<file path="src/rtl/mem_arbiter_pkg.sv">
// Shared definitions for the instruction/data RAM arbiter: default memory map,
// FSM state encoding and byte-strobe constants.
package mem_arbiter_pkg;

    localparam logic [31:0] AddrBaseDefault     = 32'h1c00_0000;
    localparam int unsigned MemWordsLog2Default = 17;
    localparam int unsigned StarveLimitDefault  = 4;

    localparam logic [3:0] WstrbFull = 4'b1111;
    localparam logic [3:0] WstrbNone = 4'b0000;

    typedef enum logic {
        StIdle,
        StRmwWr
    } arb_state_e;

endpackage

</file>
<file path="src/rtl/wstrb_merge.sv">
// Byte-lane merge for partial stores: lanes with a set strobe take the new
// word, all other lanes keep the word read back from RAM.
module wstrb_merge (
    input  logic [31:0] old_word,
    input  logic [31:0] new_word,
    input  logic [3:0]  wstrb,
    output logic [31:0] merged
);

    always_comb begin
        merged = old_word;
        for (int i = 0; i < 4; i++) begin
            if (wstrb[i]) begin
                merged[8*i +: 8] = new_word[8*i +: 8];
            end
        end
    end

endmodule

</file>
<file path="src/rtl/mem_arbiter.sv">
// Single-port RAM arbiter between an instruction fetch port and a load/store
// port, with data priority, fetch starvation relief and read-modify-write stores.
module mem_arbiter
    import mem_arbiter_pkg::*;
#(
    parameter logic [31:0] ADDR_BASE      = AddrBaseDefault,
    parameter int unsigned MEM_WORDS_LOG2 = MemWordsLog2Default,
    parameter int unsigned STARVE_LIMIT   = StarveLimitDefault
) (
    input  logic                      clock,
    input  logic                      reset,

    input  logic                      inst_req_i,
    input  logic [31:0]               inst_addr_i,
    output logic                      inst_gnt_o,
    output logic                      inst_rvalid_o,
    output logic [31:0]               inst_rdata_o,
    output logic                      inst_err_o,
    input  logic                      flush_i,

    input  logic                      data_req_i,
    input  logic                      data_we_i,
    input  logic [3:0]                data_wstrb_i,
    input  logic [31:0]               data_addr_i,
    input  logic [31:0]               data_wdata_i,
    output logic                      data_gnt_o,
    output logic                      data_rvalid_o,
    output logic [31:0]               data_rdata_o,
    output logic                      data_err_o,

    output logic                      ram_en_o,
    output logic                      ram_we_o,
    output logic [MEM_WORDS_LOG2-1:0] ram_addr_o,
    output logic [31:0]               ram_wdata_o,
    input  logic [31:0]               ram_rdata_i
);

    localparam int unsigned CntW = (STARVE_LIMIT > 0) ? $clog2(STARVE_LIMIT + 1) : 1;
    localparam logic [CntW-1:0] StarveMax = CntW'(STARVE_LIMIT);
    localparam logic [32:0] ByteSpan = 33'd1 << (MEM_WORDS_LOG2 + 2);

    arb_state_e state_q, state_d;
    logic [CntW-1:0] starve_q, starve_d;

    logic inst_pend_q, inst_err_q;
    logic data_pend_q, data_err_q, data_rd_q;
    logic [MEM_WORDS_LOG2-1:0] rmw_addr_q;
    logic [31:0] rmw_wdata_q;
    logic [3:0] rmw_wstrb_q;

    logic [31:0] inst_off, data_off;
    logic inst_bad, data_bad;
    logic [MEM_WORDS_LOG2-1:0] inst_idx, data_idx;
    logic [31:0] merged_word;

    logic inst_gnt, data_gnt;
    logic ram_en, ram_we;
    logic [MEM_WORDS_LOG2-1:0] ram_addr;
    logic [31:0] ram_wdata;
    logic inst_rvalid, data_rvalid;

    // Offsets wrap modulo 2^32; addresses below the base are caught separately.
    assign inst_off = inst_addr_i - ADDR_BASE;
    assign data_off = data_addr_i - ADDR_BASE;
    assign inst_idx = inst_off[MEM_WORDS_LOG2+1:2];
    assign data_idx = data_off[MEM_WORDS_LOG2+1:2];

    assign inst_bad = (inst_addr_i[1:0] != 2'b00) || (inst_addr_i < ADDR_BASE) ||
                      ({1'b0, inst_off} >= ByteSpan);
    assign data_bad = (data_addr_i[1:0] != 2'b00) || (data_addr_i < ADDR_BASE) ||
                      ({1'b0, data_off} >= ByteSpan);

    wstrb_merge u_wstrb_merge (
        .old_word (ram_rdata_i),
        .new_word (rmw_wdata_q),
        .wstrb    (rmw_wstrb_q),
        .merged   (merged_word)
    );

    always_comb begin
        state_d   = state_q;
        inst_gnt  = 1'b0;
        data_gnt  = 1'b0;
        ram_en    = 1'b0;
        ram_we    = 1'b0;
        ram_addr  = '0;
        ram_wdata = '0;

        unique case (state_q)
            StIdle: begin
                if (inst_req_i && !flush_i && (starve_q == StarveMax || !data_req_i)) begin
                    inst_gnt = 1'b1;
                end else if (data_req_i) begin
                    data_gnt = 1'b1;
                end

                if (inst_gnt && !inst_bad) begin
                    ram_en   = 1'b1;
                    ram_addr = inst_idx;
                end

                if (data_gnt && !data_bad) begin
                    if (!data_we_i) begin
                        ram_en   = 1'b1;
                        ram_addr = data_idx;
                    end else if (data_wstrb_i == WstrbFull) begin
                        ram_en    = 1'b1;
                        ram_we    = 1'b1;
                        ram_addr  = data_idx;
                        ram_wdata = data_wdata_i;
                    end else if (data_wstrb_i != WstrbNone) begin
                        ram_en   = 1'b1;
                        ram_addr = data_idx;
                        state_d  = StRmwWr;
                    end
                end
            end
            StRmwWr: begin
                ram_en    = 1'b1;
                ram_we    = 1'b1;
                ram_addr  = rmw_addr_q;
                ram_wdata = merged_word;
                state_d   = StIdle;
            end
            default: state_d = StIdle;
        endcase
    end

    always_comb begin
        starve_d = starve_q;
        if (!inst_req_i || inst_gnt) begin
            starve_d = '0;
        end else if (starve_q != StarveMax) begin
            starve_d = starve_q + 1'b1;
        end
    end

    always_ff @(posedge clock) begin
        if (reset) begin
            state_q     <= StIdle;
            starve_q    <= '0;
            inst_pend_q <= 1'b0;
            inst_err_q  <= 1'b0;
            data_pend_q <= 1'b0;
            data_err_q  <= 1'b0;
            data_rd_q   <= 1'b0;
            rmw_addr_q  <= '0;
            rmw_wdata_q <= '0;
            rmw_wstrb_q <= '0;
        end else begin
            state_q     <= state_d;
            starve_q    <= starve_d;
            inst_pend_q <= inst_gnt;
            inst_err_q  <= inst_gnt && inst_bad;
            data_pend_q <= data_gnt;
            data_err_q  <= data_gnt && data_bad;
            data_rd_q   <= data_gnt && !data_we_i && !data_bad;
            if (data_gnt) begin
                rmw_addr_q  <= data_idx;
                rmw_wdata_q <= data_wdata_i;
                rmw_wstrb_q <= data_wstrb_i;
            end
        end
    end

    // Every output is forced low while reset is high, which also aborts a pending RMW write.
    assign inst_rvalid = inst_pend_q && !flush_i && !reset;
    assign data_rvalid = data_pend_q && !reset;

    assign inst_gnt_o    = inst_gnt && !reset;
    assign inst_rvalid_o = inst_rvalid;
    assign inst_err_o    = inst_rvalid && inst_err_q;
    assign inst_rdata_o  = (inst_rvalid && !inst_err_q) ? ram_rdata_i : '0;

    assign data_gnt_o    = data_gnt && !reset;
    assign data_rvalid_o = data_rvalid;
    assign data_err_o    = data_rvalid && data_err_q;
    assign data_rdata_o  = (data_rvalid && data_rd_q) ? ram_rdata_i : '0;

    assign ram_en_o    = ram_en && !reset;
    assign ram_we_o    = ram_we && !reset;
    assign ram_addr_o  = reset ? '0 : ram_addr;
    assign ram_wdata_o = reset ? '0 : ram_wdata;

endmodule

</file>
<file path="config.mk">
export PLATFORM = sky130hd
export DESIGN_NAME = mem_arbiter
export DESIGN_NICKNAME = d
export VERILOG_FILES = /design/src/rtl/mem_arbiter_pkg.sv /design/src/rtl/wstrb_merge.sv /design/src/rtl/mem_arbiter.sv
export SDC_FILE = /design/constraint.sdc
export NUM_CORES = 1
export LEC_CHECK = 0
export ABC_AREA = 1
export BUFFER_PORTS_ARGS = -buffer_cell sky130_fd_sc_hd__buf_2
export CAP_MARGIN = 20
export CORE_MARGIN = 2
export CORE_UTILIZATION = 49
export DETAILED_ROUTE_END_ITERATION = 8
export PLACE_DENSITY = 0.92
export RECOVER_POWER = 50
export SLEW_MARGIN = 15
export SYNTH_ARGS = -nofsm -noshare
export SYNTH_HDL_FRONTEND = slang
export SYNTH_SLANG_ARGS = --single-unit
</file>
<file path="constraint.sdc">
create_clock -name clock -period 2.55 [get_ports clock]
set_clock_uncertainty 0.15 [all_clocks]
set_input_delay 0 -clock clock [delete_from_list [all_inputs] [get_ports clock]]
set_output_delay 0 -clock clock [all_outputs]
set_load 0.02 [all_outputs]
</file>
======== After elaboration in Yosys (flattened, before gate mapping) ========
Cells that the tools add are included.
word-level totals
  register bits after elaboration ......... 62
  input bits .............................. 138
  logic and storage cells ................. 98
operators by class
  add/subtract/negate cells ............... 3
  magnitude comparators ................... 4
  eq/ne operators ......................... 3
  mux-type cells .......................... 40
  bitwise logic cells ..................... 1
  reduce and logical (&&, ||, !) cells .... 37
operator list
  kind                                                                      count
  32-bit 2-to-1 mux                                                         6
  17-bit 2-to-1 mux                                                         6
  32-bit by 20-bit >= comparator with 1-bit output (second input constant)  2
  32-bit by 29-bit < comparator with 1-bit output (second input constant)   2
  32-bit case mux with 2 select lines                                       1
  32-bit by 29-bit subtractor with 32-bit output (second input constant)    2
  17-bit case mux with 2 select lines                                       1
  8-bit 2-to-1 mux                                                          4
  1-bit logical AND                                                         19
  1-bit 2-to-1 mux                                                          19
  1-bit logical NOT                                                         8
  1-bit logical OR                                                          6
  1-bit case mux with 2 select lines                                        3
  4-bit == test (second input constant)                                     1
  2-bit nonzero test                                                        2
  4-bit nonzero test                                                        1
  3-bit by 1-bit adder with 3-bit output (second input constant)            1
  3-bit == test (second input constant)                                     1
  3-bit != test (second input constant)                                     1
  2-bit OR reduction                                                        1
  1-bit inverter                                                            1

======== Depth between registers and ports, before layout ========
  depth in word-level cells ............... 13
  mapped depth ............................ 10

======== Hierarchy ========
A second synthesis with hierarchy kept.
second synthesis, totals
  cells, all modules ...................... 774
  area, all modules ....................... 4521.8 um2
modules (own cells, without submodules)
  module       times used  cells an instance  area each (um2)  seq. area each (um2)
  mem_arbiter  1           670                4101.4           1241.2
  wstrb_merge  1           104                420.4            0.0

======== Worst setup path after synthesis ========
OpenSTA, ideal clock, no wires.
  path type ............................... register -> output
  start ................................... register starve_q[0]
  end ..................................... output port ram_wdata_o[24]
  data arrival time ....................... 1635 ps
  data required time ...................... 2400 ps
  setup slack ............................. 765 ps
  cell stages (with the launch flop) ...... 9
  cells stage by stage .................... dfxtp_1 inv_1 ha_1 nand2_2 o21ai_4 nor2_4 buf_2 nand4_1 a21oi_1
on the way
  cells in the longest elaborated chain, start to end .. 9
RTL lines
  element                              line                source
  from (decl)                          mem_arbiter.sv:43   logic [CntW-1:0] starve_q, starve_d;
  from (signal assigned)               mem_arbiter.sv:152  starve_q <= starve_d;
  3-bit == test                        mem_arbiter.sv:91   if (inst_req_i && !flush_i && (starve_q == StarveMax || !data_req_i)) begin
  1-bit logical OR                     mem_arbiter.sv:91
  1-bit logical AND                    mem_arbiter.sv:91
  1-bit 2-to-1 mux                     mem_arbiter.sv:91
  1-bit 2-to-1 mux                     mem_arbiter.sv:89   unique case (state_q)
  1-bit logical AND                    mem_arbiter.sv:102  if (data_gnt && !data_bad) begin
  32-bit 2-to-1 mux                    mem_arbiter.sv:102
  32-bit case mux with 2 select lines  mem_arbiter.sv:89
  32-bit 2-to-1 mux                    mem_arbiter.sv:183  assign ram_wdata_o = reset ? '0 : ram_wdata;
  to (decl)                            mem_arbiter.sv:34   output logic [31:0] ram_wdata_o,
Every way passes these cells. The select of a mux whose other input is x is not followed.

======== Final worst setup path ========
  start ................................... register starve_q[0]
  end ..................................... output port inst_gnt_o
on the way
  cells in the longest elaborated chain, start to end .. 7
RTL lines
  element                         line                source
  3-bit == test                   mem_arbiter.sv:91
  1-bit logical OR                mem_arbiter.sv:91
  1-bit logical AND               mem_arbiter.sv:91
  1-bit 2-to-1 mux                mem_arbiter.sv:91
  1-bit 2-to-1 mux (2 in series)  mem_arbiter.sv:89
  1-bit logical AND               mem_arbiter.sv:170  assign inst_gnt_o = inst_gnt && !reset;
  to (decl)                       mem_arbiter.sv:15   output logic inst_gnt_o,
Every way passes these cells. The select of a mux whose other input is x is not followed.

==> impl_metrics.yaml <==
clock_tree:
  cts_buffers: 9
  htree_levels: 3
  clockBufferDepth: 2
  clkTransAtPathRegs_ns: 0.06
  clock_latency_ns: 0.32
  cts_setup_buffers: 0
  clkSinkCount: 62
  cts_tree: "done"
  root_buffer: "clkbuf_8"
layout:
  final_cell_mix: "193 x buf_2, 136 x nor2_1, 119 x inv_1, 98 x a21oi_1, 74 x nand2_1"
  drive_above_1_share: 0.239
  nNetsFinal: 1172
  antenna_cells: 0
  mostFrequentLayoutCell: "buf_2"
  finalNonFillerCells: 1148
  nFillCells: 808
  syn_to_final_growth_pct: 41.9
floorplan:
  core_region_area_mm2: 0.00911
  dieWidth_um: 100
  rows: 35
  start_util: 0.500
  fp.dieH_um: 100
  dieArea_mm2: 0.0101
  pin_count: 259
placed_design:
  place_congestion: 0.845
  dp_hpwl_mm: 10.9
  portBuffers: 258
  dp_cells: 1074
pwr:
  p_leak_nw: 3.41
  finalPower_mw: 2.32
  ir_drop_uv: 231
  p_per_area_mw_per_mm2: 360
routing:
  met3RoutedLength_mm: 1.44
  drt-initial-drc-count: 384
  vias: 6147
  drc: 0
  m1WireLength_mm: 6.11
  drtAntennaViolNets: 0
  routed_via_density: 5.35
  firstDrtPassIters: 5
  wl_met2_mm: 8.09
  routed_wirelength_mm: 16.2
  top_layer: "met4"
  wl_per_cell_um: 14.1
synthesis:
  netlist_instances: 749
  syn_nets: 889
  post-synth-top-area-cell: "dfxtp_1"
  synth_area_leaders: "dfxtp_1 27%, nor2_1 11%, a21oi_1 11%"
  avgSynthCellArea_um2: 6.08
  yosys_warnings: 0
  ys_seq_area_frac: 0.272
  synth.distinct_cells: 36
  synth_area_mm2: 0.00456
  ys_ff_latch: 62
  synth_top_area_frac: 0.272
critical_path:
  cp-end-kind: "output pin"
  worstPathCellList: "inv_1 > ha_1 > nand2_2 > a21oi_4 > nand2_1 > nor2_1 > buf_2"
  path_class: "flip-flop to output pin"
  worstPathArrival_ns: 2.16
  cpLargestDelayFamily: "simple AND/OR/NAND/NOR gates"
  critical_path.max_stage_delay_ns: 0.50
  start_kind: "flip-flop"
  crit_fanout: 19
  crit_slowest_cell: "a21oi_4"
  path_buf_inv: 2
  cp.required_ns: 2.40
global_routing:
  grt_overflow: 0
  grt_max_degree: 43
  antenna_found_initial: 0
  grt_first_pass_wirelength_mm: 25.7
  track_usage: 0.310
  grt_pass1_vias: 5795
outcome:
  status: "complete, no violations"
sta:
  hold_violations: 0
  setup_viol: 0
  fmax_mhz: 433
  slew_violations: 0
  fin_crit_sh: 0.906
  rsz0062_at_grt: "false"
  tightest_slew_ns: 0.887
  slew_headroom: 0.408
  fin_setup_tns_ns: 0
  finalCriticalPeriod_ns: 2.31
flow_run:
  drv_cap: 0
hold_path:
  hp-class: "primary input to flip-flop"
==> sequential cells by signal (all words and copies together), names as in the netlist <==
signal,flops
rmw_wdata_q,32
rmw_addr_q,17
rmw_wstrb_q,4
starve_q,3
data_err_q,1
data_pend_q,1
data_rd_q,1
inst_err_q,1
inst_pend_q,1
state_q,1
==> stage by stage <==
stage          setup WS [ns]  hold WS [ns]  area (um^2)  utilization
3_5_place_dp           0.495         0.116         5830        0.640
6_report               0.239        0.0531         6460        0.710
4_1_cts                0.253        0.0366         6590        0.723
5_1_grt               0.0449         0.117         6460        0.710
2_1_floorplan          0.765       -0.0637         4560            -
3_3_place_gp           0.599         0.105         5830        0.640
==> power breakdown <==
part | leakage, nW | total [mW] | switching, mW | internal (mW)
Clock | 0.0910 | 0.783 | 0.348 | 0.435
Combinational | 2.81 | 0.481 | 0.273 | 0.208
Sequential | 0.513 | 1.06 | 0.0280 | 1.03
Total | 3.41 | 2.32 | 0.649 | 1.68
==> tightest hold or removal path: stages <==
cell     delay [ns]
buf_2          0.07
nor2_1         0.03
nand2_1        0.06
nor2_2         0.14
nand2_1        0.11
nand2_1        0.04
inv_1          0.04
==> synth_stat cells (all sizes together) <==
library cell and n:
a21oi 99, a31oi 1, and3 1, buf 33, clkbuf 24, clkinv 1, dfxtp 62, ha 2
inv 121, nand2 76, nand3 47, nand4 68, nor2 139, nor3 2, nor4 2, o21ai 69
xnor2 1, xor2 1
==> cell type report <==
cell class / count / area [um^2] / share of cell area
inverter: 122 / 460 / 0.0712
tap: 111 / 139 / 0.0215
sequential: 62 / 1240 / 0.192
multi-input combinational: 508 / 2520 / 0.390
clock buffer: 16 / 180 / 0.0279
timing repair buffer: 329 / 1920 / 0.297
==> what timing repair did <==
action | CTS | global route
endpoints found under the hold margin | 59 | 0
gates resized for setup | 0 | 0
hold buffers | 58 | 0
==> layer usage <==
layer | vias up | global-route usage
met2 | 351 | 0.560
met1 | 2728 | 0.351
li1 | 3008 | -
met3 | 60 | 0.0467
met4 | 0 | 0.163
met5 | - | 0
==> logic make-up (layout without fill, tap and decap cells) <==
| family | Yosys count | after routing | share of synthesized area |
|---|---|---|---|
| simple gates | 335 | 335 | 0.349 |
| flops | 62 | 62 | 0.272 |
| xor+xnor | 2 | 2 | 0.00384 |
| buf+inv | 179 | 467 | 0.166 |
| fa+ha+maj | 2 | 2 | 0.00549 |
| compound gates | 169 | 169 | 0.203 |
==> path summary, 6_finish.rpt <==
kind / start / slack [ns] / depth (start not counted) / endpoint
max: starve_q[0] / 0.24 / 7 / inst_gnt_o
min: inst_addr_i[25] / 0.05 / 7 / inst_err_q
max reg2reg: state_q / 0.39 / 4 / data_rd_q
min reg2reg: rmw_wdata_q[26] / 0.31 / 2 / rmw_wdata_q[26]
No activity file was read; power rests on OpenSTA's default activity.
